<file path="config.mk">
export PLATFORM = sky130hd
export DESIGN_NAME = reorder_buffer
export DESIGN_NICKNAME = d
export VERILOG_FILES = /design/src/rtl/ooo_pkg.sv /design/src/rtl/rob_age_cmp.sv /design/src/rtl/reorder_buffer.sv
export SDC_FILE = /design/constraint.sdc
export NUM_CORES = 1
export LEC_CHECK = 0
export CORE_MARGIN = 2
export CORE_UTILIZATION = 35
export CTS_CLUSTER_SIZE = 24
export DETAILED_ROUTE_END_ITERATION = 7
export DONT_BUFFER_PORTS = 1
export SKIP_CTS_REPAIR_TIMING = 1
export SLEW_MARGIN = 25
export SYNTH_ARGS = -nofsm -noshare
export SYNTH_HDL_FRONTEND = slang
export SYNTH_HIERARCHICAL = 1
export SYNTH_SLANG_ARGS = --single-unit
</file>
<file path="constraint.sdc">
create_clock -name clk -period 3.8 [get_ports clk]
set_input_delay 0.76 -clock clk [delete_from_list [all_inputs] [get_ports clk]]
set_output_delay 0.76 -clock clk [all_outputs]
set_load 0.01 [all_outputs]
</file>
<file path="src/rtl/ooo_pkg.sv">
// ooo_pkg: widths and payload types shared by rename and the reorder buffer.
//   AREG_W     architectural register index width
//   PREG_W     physical register index width (preg 0 = no destination)
//   ROB_DEPTH  reorder buffer entries; matches the rename free-list depth
//   rob_entry_t  per-entry ROB storage
package ooo_pkg;

    localparam int unsigned AREG_W    = 6;
    localparam int unsigned PREG_W    = 7;
    localparam int unsigned ROB_DEPTH = 16;
    localparam int unsigned ROB_IDX_W = $clog2(ROB_DEPTH);

    typedef struct packed {
        logic              valid;
        logic              done;
        logic [AREG_W-1:0] a_rd;
        logic [PREG_W-1:0] p_rd_new;
        logic [PREG_W-1:0] p_rd_old;
    } rob_entry_t;

endpackage

</file>
<file path="src/rtl/rob_age_cmp.sv">
// rob_age_cmp: program-order comparison of two ROB indices.
//   head            current oldest index (age reference)
//   a, b            indices to compare
//   a_older_than_b  1 when (a - head) mod DEPTH < (b - head) mod DEPTH
module rob_age_cmp
    import ooo_pkg::*;
#(
    parameter int unsigned IDX_W = ROB_IDX_W
) (
    input  logic [IDX_W-1:0] head,
    input  logic [IDX_W-1:0] a,
    input  logic [IDX_W-1:0] b,
    output logic             a_older_than_b
);

    logic [IDX_W-1:0] age_a;
    logic [IDX_W-1:0] age_b;

    // Modular subtraction gives age relative to head.
    assign age_a          = a - head;
    assign age_b          = b - head;
    assign a_older_than_b = (age_a < age_b);

endmodule

</file>
<file path="src/rtl/reorder_buffer.sv">
// reorder_buffer: in-order retirement buffer behind register rename.
//   disp_*      one renamed instruction per cycle in; disp_idx returns the allocated slot
//   wb_*        completion / branch mispredict from writeback
//   commit_*    in-order retirement of the head entry to rename
//   rollback_*  mispredict walk-back, two entries per cycle (_1 is older than _0)
//   flush_done  one-cycle pulse when the walk-back has reached the branch
// Optional: define ROB_PERF_CNT_EN to add perf_commit_cnt / perf_squash_cnt outputs.
// Outputs are combinational from registered state. Reset is synchronous, active-high.
module reorder_buffer
    import ooo_pkg::*;
#(
    parameter int unsigned DEPTH = ROB_DEPTH,
    parameter int unsigned IDX_W = $clog2(DEPTH)
) (
    input  logic              clk,
    input  logic              rst,
    input  logic              disp_valid,
    output logic              disp_ready,
    input  logic [AREG_W-1:0] disp_A_rd,
    input  logic [PREG_W-1:0] disp_P_rd_new,
    input  logic [PREG_W-1:0] disp_P_rd_old,
    output logic [IDX_W-1:0]  disp_idx,
    input  logic              wb_valid,
    input  logic [IDX_W-1:0]  wb_idx,
    input  logic              wb_mispredict,
    output logic              commit_valid,
    output logic              commit_wb_en,
    output logic [AREG_W-1:0] commit_A_rd,
    output logic [PREG_W-1:0] commit_P_rd_new,
    output logic [PREG_W-1:0] commit_P_rd_old,
    output logic              rollback_en_0,
    output logic              rollback_en_1,
    output logic [AREG_W-1:0] rollback_A_rd_0,
    output logic [AREG_W-1:0] rollback_A_rd_1,
    output logic [PREG_W-1:0] rollback_P_rd_old_0,
    output logic [PREG_W-1:0] rollback_P_rd_old_1,
    output logic [PREG_W-1:0] rollback_P_rd_new_0,
    output logic [PREG_W-1:0] rollback_P_rd_new_1,
    output logic              flush_done
`ifdef ROB_PERF_CNT_EN
    ,
    output logic [31:0]       perf_commit_cnt,
    output logic [31:0]       perf_squash_cnt
`endif
);

    typedef enum logic {
        RUN      = 1'b0,
        ROLLBACK = 1'b1
    } state_t;

    state_t           state;
    state_t           state_nxt;
    rob_entry_t       rob [DEPTH];
    logic [IDX_W-1:0] head;
    logic [IDX_W-1:0] tail;
    logic [IDX_W-1:0] tail_m1;
    logic [IDX_W-1:0] tail_m2;
    logic [IDX_W-1:0] flush_idx;
    logic [IDX_W:0]   count;
    logic             flush_gone;
    logic             full;
    logic             wb_older_tail;
    logic             wb_older_flush;
    logic             wb_live;
    logic             retarget;
    logic             accept;
    logic [1:0]       squash_n;

    assign tail_m1 = tail - IDX_W'(1);
    assign tail_m2 = tail - IDX_W'(2);
    assign full    = (count == (IDX_W+1)'(DEPTH));

    // Live check: when not full, age(wb_idx) < count is the same as age(wb_idx) < age(tail).
    rob_age_cmp #(.IDX_W(IDX_W)) u_live_cmp (
        .head           (head),
        .a              (wb_idx),
        .b              (tail),
        .a_older_than_b (wb_older_tail)
    );

    // A mispredict older than the current flush point moves the walk-back target.
    rob_age_cmp #(.IDX_W(IDX_W)) u_flush_cmp (
        .head           (head),
        .a              (wb_idx),
        .b              (flush_idx),
        .a_older_than_b (wb_older_flush)
    );

    assign wb_live = wb_valid && (full || wb_older_tail);
    // flush_gone: branch retired as it mispredicted, so every live entry is younger than it.
    assign retarget = wb_live && wb_mispredict && !flush_gone && wb_older_flush;

    // Next-state and control outputs.
    always_comb begin
        state_nxt     = state;
        disp_ready    = 1'b0;
        commit_valid  = 1'b0;
        rollback_en_0 = 1'b0;
        rollback_en_1 = 1'b0;
        flush_done    = 1'b0;
        case (state)
            RUN: begin
                disp_ready   = !full;
                commit_valid = (count != '0) && rob[head].valid && rob[head].done;
                if (wb_live && wb_mispredict) begin
                    state_nxt = ROLLBACK;
                end
            end
            ROLLBACK: begin
                // Entries between flush_idx and tail are exactly the ones to squash.
                rollback_en_0 = (tail_m1 != flush_idx);
                rollback_en_1 = rollback_en_0 && (tail_m2 != flush_idx);
                flush_done    = !rollback_en_0;
                if (flush_done && !retarget) begin
                    state_nxt = RUN;
                end
            end
        endcase
    end

    assign accept   = disp_valid && disp_ready;
    assign squash_n = {1'b0, rollback_en_0} + {1'b0, rollback_en_1};
    assign disp_idx = tail;

    assign commit_wb_en        = commit_valid && (rob[head].p_rd_new != '0);
    assign commit_A_rd         = rob[head].a_rd;
    assign commit_P_rd_new     = rob[head].p_rd_new;
    assign commit_P_rd_old     = rob[head].p_rd_old;
    assign rollback_A_rd_0     = rob[tail_m1].a_rd;
    assign rollback_P_rd_new_0 = rob[tail_m1].p_rd_new;
    assign rollback_P_rd_old_0 = rob[tail_m1].p_rd_old;
    assign rollback_A_rd_1     = rob[tail_m2].a_rd;
    assign rollback_P_rd_new_1 = rob[tail_m2].p_rd_new;
    assign rollback_P_rd_old_1 = rob[tail_m2].p_rd_old;

    // State register.
    always_ff @(posedge clk) begin
        if (rst) begin
            state <= RUN;
        end else begin
            state <= state_nxt;
        end
    end

    // Entry storage, pointers and flush bookkeeping.
    always_ff @(posedge clk) begin
        if (rst) begin
            for (int i = 0; i < int'(DEPTH); i++) begin
                rob[i] <= '0;
            end
            head       <= '0;
            tail       <= '0;
            count      <= '0;
            flush_idx  <= '0;
            flush_gone <= 1'b0;
        end else begin
            if (wb_live) begin
                rob[wb_idx].done <= 1'b1;
            end
            if (state == RUN) begin
                if (commit_valid) begin
                    rob[head].valid <= 1'b0;
                    head            <= head + IDX_W'(1);
                end
                if (accept) begin
                    rob[tail] <= '{valid: 1'b1, done: 1'b0, a_rd: disp_A_rd,
                                   p_rd_new: disp_P_rd_new, p_rd_old: disp_P_rd_old};
                    tail      <= tail + IDX_W'(1);
                end
                count <= count + (IDX_W+1)'(accept) - (IDX_W+1)'(commit_valid);
                if (wb_live && wb_mispredict) begin
                    flush_idx  <= wb_idx;
                    flush_gone <= commit_valid && (wb_idx == head);
                end
            end else begin
                if (rollback_en_0) begin
                    rob[tail_m1].valid <= 1'b0;
                end
                if (rollback_en_1) begin
                    rob[tail_m2].valid <= 1'b0;
                end
                tail  <= tail - IDX_W'(squash_n);
                count <= count - (IDX_W+1)'(squash_n);
                if (retarget) begin
                    flush_idx <= wb_idx;
                end
            end
        end
    end

`ifdef ROB_PERF_CNT_EN
    // Free-running, wrapping event counters.
    always_ff @(posedge clk) begin
        if (rst) begin
            perf_commit_cnt <= '0;
            perf_squash_cnt <= '0;
        end else begin
            perf_commit_cnt <= perf_commit_cnt + 32'(commit_valid);
            perf_squash_cnt <= perf_squash_cnt + 32'(squash_n);
        end
    end
`endif

endmodule

</file>
==> run metrics, run 1 <==
initial antenna violation count=3; DRC Markers=0; startpoint type of the worst setup path=register; via/cell ratio=~6.2; Placed Area=24300 um^2; Layout area overhead=13.5%; Net Sw Frac=37.7%; Final HPWL DP=roughly 47 mm; max cap viols=0; proportion of layout cells with a drive suffix above 1=31.8%; R2R setup slack=between 0.2 and 0.25 ns; combinational share of power=~47%; Slew @ Worst Pin=around 0.75 ns; setup violators final=1; VDD IR max=0.729 mV; largest net degree at the start of global routing=83; Final Hold Viols=0; first-pass GRT wire length=107 mm; initial DRC count=2139; die height=259 um; Initial Utilization=35.4%; Antenna Cells=0; Adder-Cell Fraction of Synth Area=2.53%; fill cell count=5972; crit-path cells=buf_12, buf_4, mux4_2, mux4_2, nor3_1, a21oi_1, buf_4; Post-Synth Simple-Gate Area=10.5%; Post-Syn Instances=1631; critical path required time=3.04 ns; xor and xnor area share after synthesis=around 1.9%; Unique masters post-synth=69; CTS tree=built; Routed wire per std cell=slightly below 30 um; max incr delay on CP=0.59 ns; gr usage total=between 20 and 25%; Tcrit/Tclk final=101%; remaining antenna violation count=0; clk_skew=0.0271 ns; worst hold slack=0.254 ns; Compound-Gate Fraction of Synth Area=approximately 4%; syn_area_per_cell=14.0 um^2; largest family of logic cells by synthesized area=multiplexers; Arrival @ worst endpoint=3.08 ns; # IOs=between 90 and 100; Clock Power Share=24.0%; Async SR Flop Fraction=0%; most frequent cells in the layout=edfxtp_1, nor2_1, mux4_2; unrepaired setup endpoints after global routing=true; Nets=1718; Synth area leaders=edfxtp_1, mux4_2, nor2_1; Remaining Overflow, GRT=0; max-slew violations=0; Min-Delay Path Class=in2reg; post-synthesis sequential area ratio=47.6%; Cell Rows=93; failing checks=negative setup slack; Max-slew headroom=roughly half; critical path class=reg2out; Core ar.=64500 um^2; vias in the first global route=around 16000; number of synthesized register bits=375; share of the synthesized area in the top cell type=between 40 and 50%; post-synth design cell area=22800 um^2; Crit Path Max Fanout=11; post-synthesis cell type with the largest combined area=edfxtp_1; ys flop type=edfxtp_1; via count=15800; Clock Sinks=375; clock slew at reported path FFs=0.06 ns; DR pass1 iterations=6; Pleak=9.11 nW; fin crit period=between 3 and 4 ns; fin area=25900 um^2; Die ar.=between 60000 and 70000 um^2; post-route setup slack=-0.0360 ns; Num CTS Buffers=43; Clock Path Buffers=3; Critical Path End Type=primary output; Setup WS pre-CTS=approximately 0.19 ns; Flop pwr share=just under 30%; Syn Nets=1702; switching pwr=roughly 6.8 mW; Clock Latency Late Sink=0.59 ns; die span in x=259 um; synth warn=6; Root Buffer=clkbuf_16; Routed WL=74.2 mm; IO Port Bufs=0; EDFF count, synth=336; CP max-delay cell=mux4_2; pwr dens=693 nW/um^2; GP Congestion=0.850; most common cell after layout, fill and taps aside=edfxtp_1; multiplexer share of the synthesized area=29.5%; Pint=approximately 11 mW; outcome=finished with violations; final core area utilization=40.2%; H-tree levels=2; Fmax achieved=around 0.26 GHz
==> cells by family after synthesis <==
group / after synthesis
simple gates: 531
fa+ha+maj: 42
xor+xnor: 43
buf+inv: 214
flops: 375
compound gates: 121
mux: 305
==> cell usage after synthesis, types with 4 or more instances <==
library cell  count
a211o_1           6
a311o_1          10
nand2_1          45
nor2b_1          12
nor2_1          335
edfxtp_1        336
mux4_2          294
or4_1             9
xnor2_1          28
o41ai_1           4
o21ai_0          13
a21oi_1          24
nand3_1           9
a211oi_1          6
dfxtp_1          39
nor3_1           17
inv_1            55
buf_1            33
nor4bb_1          4
buf_6             8
buf_2            32
fa_1              7
a21boi_0          8
o22ai_1           8
mux2i_1           9
a22oi_1          13
xor2_1           10
nor4b_1           4
and2_1            7
and3_1            7
nor2_2           19
ha_1             35
clkbuf_1         79
a221o_1           4
nand2b_1         34
nand3b_1          8
nand4_1          11
==> stage by stage <==
| stage | cells | TNS [ns] | power, mW |
|---|---|---|---|
| 6_report | 2535 | -0.0360 | 18.0 |
| 5_1_grt | 2535 | -0.177 | 18.6 |
| 4_1_cts | 2525 | -9.64 | 17.7 |
| 3_5_place_dp | 2447 | 0 | 13.4 |
| 3_3_place_gp | 2447 | 0 | 13.3 |
| 2_1_floorplan | 1631 | 0 | 11.0 |
==> critical path, delay by kind of cell (launching register included) <==
family	cells	cell delay [ns]
buf+inv	3	0.47
compound gates	1	0.20
simple gates	1	0.31
mux	2	1.08
flops	1	0.44
==> worst paths after layout <==
kind | start | end | depth (start not counted)
setup reg to reg | disp_idx[0] | rob[10][11] | 11
hold reg to reg | flush_gone | flush_gone | 2
setup / recovery | register | commit_wb_en | 7
hold / removal | rst | disp_idx[1] | 1
==> final cells by class <==
cell class / count / area [um^2] / share of cell area, %
multi-input cells: 1042 / 11100 / 42.9
flip-flops and latches: 375 / 10900 / 42.0
repair buffers: 125 / 1180 / 4.54
clock buffers: 50 / 1100 / 4.25
well taps: 855 / 1070 / 4.13
clock inverters: 28 / 328 / 1.26
inverters: 60 / 225 / 0.869
==> routing by layer <==
| layer | GRT usage [%] | vias to the layer above | wire length, um |
|---|---|---|---|
| met2 | 34.1 | 1123 | 34900 |
| li1 | - | 6381 | - |
| met4 | 7.92 | 4 | 2710 |
| met1 | 29.5 | 8147 | 28200 |
| met3 | 4.93 | 169 | 8350 |
| met5 | 0 | - | 26 |
==> power by group through the flow <==
stage          Clock, mW  Combinational, mW  Sequential [mW]
2_1_floorplan          0               5.76             5.22
3_3_place_gp           0               8.07             5.28
3_5_place_dp           0               8.13             5.31
4_1_cts             4.36               8.16             5.23
5_1_grt             4.50               8.84             5.30
6_report            4.31               8.40             5.26
==> registers in the layout, indices dropped and copies added (netlist names), named ones only <==
register / flops
flush_gone: 1
head: 4
flush_idx: 4
state: 1
count: 5
rob: 352
disp_idx: 4
(Power assumes the default switching activity.)
==> inputs of run 2 (changes only) <==
--- a/config.mk
+++ b/config.mk
@@ -10,6 +10,7 @@
 export CTS_CLUSTER_SIZE = 24
 export DETAILED_ROUTE_END_ITERATION = 7
 export DONT_BUFFER_PORTS = 1
+export GPL_TIMING_DRIVEN = 0
 export SKIP_CTS_REPAIR_TIMING = 1
 export SLEW_MARGIN = 25
 export SYNTH_ARGS = -nofsm -noshare
==> run metrics, run 2 (same netlist as run 1, synthesis figures left out) <==
vias in the first global route=16100 (+2.7%); max-slew violations=0 (unchanged); via/cell ratio=6.39 (+2.3%); CP bufs+invs=2 (-1); DR pass1 iterations=7 (+1); initial DRC count=2278 (+6.5%); clock slew at reported path FFs=0.06 ns (about the same); Layout area overhead=17.7%; max cap viols=0 (unchanged); Worst path top cell family by delay=simple AND/OR/NAND/NOR gates; Remaining Overflow, GRT=0 (unchanged); Clock Path Buffers=3 (unchanged); most common cell after layout, fill and taps aside=edfxtp_1; proportion of layout cells with a drive suffix above 1=34.5% (+2.7 points); pwr dens=718 nW/um^2 (+3.6%); biggest regs=rob (352), count (5); fin crit period=3.86 ns (+0.0285 ns); first-pass GRT wire length=118 mm (+10%); post-route setup slack=-0.0645 ns (-0.0285 ns); Tcrit/Tclk final=102% (+0.75 points); Fmax achieved=0.259 GHz (-0.74%); Final Hold Viols=0 (unchanged); Biggest register=rob; die span in x=259 um (unchanged); Routed wire per std cell=32.4 um (+11%); die height=259 um (unchanged); Slew @ Worst Pin=0.978 ns (+0.232 ns); initial antenna violation count=2 (-1); final core area utilization=41.7% (+1.5 points); Post-Layout Cell Count=2618 (+3.3%); Arrival @ worst endpoint=3.10 ns (+0.02 ns); Final HPWL DP=56.8 mm (+22%); Crit Path Max Fanout=10 (-1); Largest register FFs=352 (unchanged); Placed Cells incl. Taps=2501 (+2.2%); Clock Latency Late Sink=0.61 ns (+0.02 ns); CTS tree=built; Nets=1798 (+4.7%); # IOs=99 (unchanged); startpoint type of the worst setup path=register; setup violators final=1 (unchanged); gr usage total=24.8% (+3.1 points); CP dominant cell by count=buf_6; Max-slew headroom=34.8% (-15 points); failing checks=negative setup slack; unrepaired setup endpoints after global routing=true; Pleak=9.49 nW (+4.2%); Die ar.=67300 um^2 (unchanged); GP Congestion=0.906 (+6.7%); crit-path cells=buf_6, buf_6, mux4_2, a22oi_1, nand2_2, nor4_4, a21oi_4; Num CTS Buffers=44 (+2.3%); CP max-delay cell=mux4_2; Initial Utilization=35.4% (unchanged); fin area=26900 um^2 (+3.7%); Clock Sinks=375 (unchanged); outcome=finished with violations; DRC Markers=0 (unchanged); IO Port Bufs=0 (unchanged); VDD IR max=0.564 mV (-23%); setup TNS=-0.0645 ns (-0.0285 ns); fill cell count=5865 (-1.8%); H-tree levels=2 (unchanged); Critical Path End Type=primary output; max incr delay on CP=0.54 ns (-0.05 ns); critical path required time=3.04 ns (about the same); via count=16700 (+5.7%); Cell Rows=93 (unchanged); largest net degree at the start of global routing=21 (-75%); Min-Delay Path Class=reg2reg; Core ar.=64500 um^2 (unchanged); critical path class=reg2out; worst hold slack=0.469 ns (+0.214 ns); most frequent cells in the layout=edfxtp_1, nor2_1, mux4_2; remaining antenna violation count=0 (unchanged); Root Buffer=clkbuf_16; Placed Area=24400 um^2 (+0.44%); Routed WL=84.8 mm (+14%); clk_skew=0.0221 ns (-0.00497 ns)
[run 2: changes by cell type in the layout (fill, tap and decap cells not counted), sizes merged, moves of 2 or more]
| cell | previous run | this run |
|---|---|---|
| inv | 60 | 58 |
| clkinv | 21 | 16 |
| clkinvlp | 0 | 4 |
| bufinv | 7 | 2 |
| buf | 122 | 131 |
| clkbuf | 53 | 131 |
| diode | 0 | 2 |
[run 2: final cells by class]
| type | instances | area (um^2) | share of cell area [%] |
|---|---|---|---|
| Multi-Input combinational cell | 1043 | 11300 | 42.2 |
| Clock buffer | 60 | 1180 | 4.40 |
| Tap cell | 855 | 1070 | 3.98 |
| Antenna cell | 2 | 5.00 | 0.0186 |
| Sequential cell | 375 | 10900 | 40.5 |
| Timing Repair Buffer | 52 | 738 | 2.75 |
| Clock inverter | 20 | 223 | 0.829 |
| Inverter | 60 | 241 | 0.899 |
| Buffer | 151 | 1180 | 4.39 |
[run 2: report_power, final]
part           internal [mW]  switching (mW)  total [mW]
registers               4.96           0.326        5.28
clock network           2.35            1.83        4.17
logic                   4.38            5.46        9.84
total                   11.7            7.62        19.3
[run 2: layer usage]
metal	share of wire [%]	wire length, um	track usage (%)
met5	0.10	86	0.499
met4	5.5	4660	11.6
met3	14	11700	8.96
met2	45	37900	37.2
met1	36	30500	32.0
[run 2: worst paths after layout]
kind	startpoint	endpoint	slack, ns	cells past startpoint
setup / recovery	register	commit_wb_en	-0.06	7
hold / removal	flush_gone	flush_gone	0.47	2
setup reg to reg	disp_idx[2]	rob[2][10]	0.04	10
hold reg to reg	flush_gone	flush_gone	0.47	2
[run 2: stage by stage]
step / power [mW] / setup slack (ns)
2_1_floorplan: 11.0 / 0.254
3_3_place_gp: 13.6 / -1.48
3_5_place_dp: 13.8 / -1.02
4_1_cts: 18.0 / -1.63
5_1_grt: 19.9 / -0.113
6_report: 19.3 / -0.0645
[run 2: worst min-delay path, stage by stage, from the launching register on]
cell and delay [ns]:
dfxtp_1 0.30, o21ai_0 0.06, a21oi_1 0.06
==> inputs of run 3 (changes only) <==
--- a/config.mk
+++ b/config.mk
@@ -5,7 +5,6 @@
 export SDC_FILE = /design/constraint.sdc
 export NUM_CORES = 1
 export LEC_CHECK = 0
-export CORE_MARGIN = 2
 export CORE_UTILIZATION = 35
 export CTS_CLUSTER_SIZE = 24
 export DETAILED_ROUTE_END_ITERATION = 7
==> run metrics, run 3 (same netlist as run 1, synthesis figures left out) <==
Post-Layout Cell Count=2622 (+0.15%); Pleak=9.50 nW (about the same); remaining antenna violation count=0 (unchanged); GP Congestion=0.911 (+0.50%); die span in x=257 um (-0.77%); Biggest register=rob; Critical Path End Type=primary output; sequential cell area=10900 um^2 (about the same); clock slew at reported path FFs=0.06 ns (about the same); Fmax achieved=0.260 GHz (+0.57%); # IOs=99 (unchanged); via/cell ratio=6.43 (+0.62%); Num CTS Buffers=44 (unchanged); Max-slew headroom=33.0% (-1.8 points); Arrival @ worst endpoint=3.08 ns (-0.02 ns); Final HPWL DP=56.8 mm (about the same); Final Hold Viols=0 (unchanged); IO Port Bufs=0 (unchanged); proportion of layout cells with a drive suffix above 1=34.9% (+0.45 points); critical path class=reg2out; most common cell after layout, fill and taps aside=edfxtp_1; Clock Path Buffers=3 (unchanged); DRC Markers=0 (unchanged); Initial Utilization=35.4% (unchanged); vias in the first global route=16500 (+1.9%); Tcrit/Tclk final=101% (-0.58 points); largest net degree at the start of global routing=21 (unchanged); area occupied by multi-input gates=11400 um^2 (+0.37%); biggest regs=rob (352), count (5); Routed wire per std cell=32.5 um (+0.23%); setup violators final=1 (unchanged); Cell Rows=93 (unchanged); die height=257 um (-0.77%); R2R setup slack=0.01 ns (-0.03 ns); critical path required time=3.04 ns (about the same); most frequent cells in the layout=edfxtp_1, nor2_1, mux4_2; H-tree levels=2 (unchanged); Setup WS pre-CTS=-0.969 ns (+0.0473 ns); failing checks=negative setup slack; gr usage total=25.1% (+0.29 points); Worst Hold Depth=2 (unchanged); Slew @ Worst Pin=1.01 ns (+0.0271 ns); startpoint type of the worst setup path=register; Root Buffer=clkbuf_16; fill cell count=5856 (-0.15%); initial antenna violation count=5 (+3); CTS tree=built; Placed Cells incl. Taps=2500 (-0.040%); Largest register FFs=352 (unchanged); Placed Area=24300 um^2 (about the same); Min-Delay Path Class=reg2reg; via count=16900 (+0.77%); DR pass1 iterations=5 (-2); Remaining Overflow, GRT=0 (unchanged); pwr dens=717 nW/um^2 (-0.14%); max-slew violations=0 (unchanged); Core ar.=64500 um^2 (unchanged); Tot Pwr=19.2 mW (-0.32%); clk_skew=0.0333 ns (+0.0112 ns); post-route setup slack=-0.0426 ns (+0.0219 ns); fin area=26800 um^2 (-0.18%); Clock Sinks=375 (unchanged); VDD IR max=0.528 mV (-6.4%); initial DRC count=2500 (+9.7%); Die ar.=66200 um^2 (-1.5%); Crit Path Max Fanout=10 (unchanged); Routed WL=85.2 mm (+0.38%); first-pass GRT wire length=118 mm (about the same); Nets=1803 (+0.28%); unrepaired setup endpoints after global routing=true; outcome=finished with violations; Layout area overhead=17.5%; Clock Latency Late Sink=0.61 ns (about the same); worst-case reg-to-reg path depth=13 (+3); fin crit period=3.84 ns (-0.0219 ns); max cap viols=0 (unchanged)
[run 3: cell count changes in the layout (fill, tap and decap cells not counted), sizes merged]
cell,delta
buf,+5
clkbuf,-2
clkdlybuf4s15,-1
clkinv,+2
clkinvlp,-2
diode,+1
nand2b,+1
[run 3: worst paths after layout]
check / startpoint / end
hold / removal: flush_gone / flush_gone
setup reg to reg: disp_idx[2] / rob[3][7]
setup / recovery: register / commit_wb_en
hold reg to reg: flush_gone / flush_gone
[run 3: cell type report]
class / count / area share, %
Multi-Input combinational cell: 1044 / 42.5
Sequential cell: 375 / 40.6
Clock buffer: 58 / 4.38
Buffer: 151 / 4.06
Tap cell: 855 / 3.99
Timing Repair Buffer: 56 / 2.92
Inverter: 60 / 0.886
Clock inverter: 20 / 0.681
Antenna cell: 3 / 0.0280
[run 3: worst max-delay path, stage by stage, from the launching register on]
cell	delay, ns
dfxtp_1	0.46
buf_4	0.29
clkbuf_4	0.29
mux4_2	0.32
a22oi_1	0.29
nand2_2	0.16
nor4_4	0.49
a21oi_4	0.18
[run 3: metrics by stage]
stage / hold slack, ns / utilization, % / TNS [ns]
6_report: 0.471 / 41.6 / -0.0426
5_1_grt: 0.491 / 41.6 / -1.55
4_1_cts: 0.470 / 39.9 / -334.04
3_5_place_dp: 0.464 / 37.8 / -290.67
3_3_place_gp: 0.452 / 37.1 / -509.26
2_1_floorplan: 0.444 / - / 0
[run 3: per-layer routing]
| metal | GRT usage [%] | up-vias | wire length (um) | part of all wire, % |
|---|---|---|---|---|
| li1 | - | 6562 | - | - |
| met1 | 31.7 | 8581 | 29900 | 35 |
| met2 | 37.7 | 1424 | 38400 | 45 |
| met3 | 8.50 | 280 | 11700 | 14 |
| met4 | 13.8 | 4 | 5140 | 6.0 |
| met5 | 0.292 | - | 25 | 0.029 |
[run 3: power breakdown]
| group | leakage (nW) | switching, mW | internal (mW) | total (mW) |
|---|---|---|---|---|
| logic | 5.05 | 5.52 | 4.32 | 9.84 |
| clock network | 0.659 | 1.79 | 2.32 | 4.11 |
| registers | 3.80 | 0.328 | 4.96 | 5.29 |
| total | 9.50 | 7.65 | 11.6 | 19.2 |
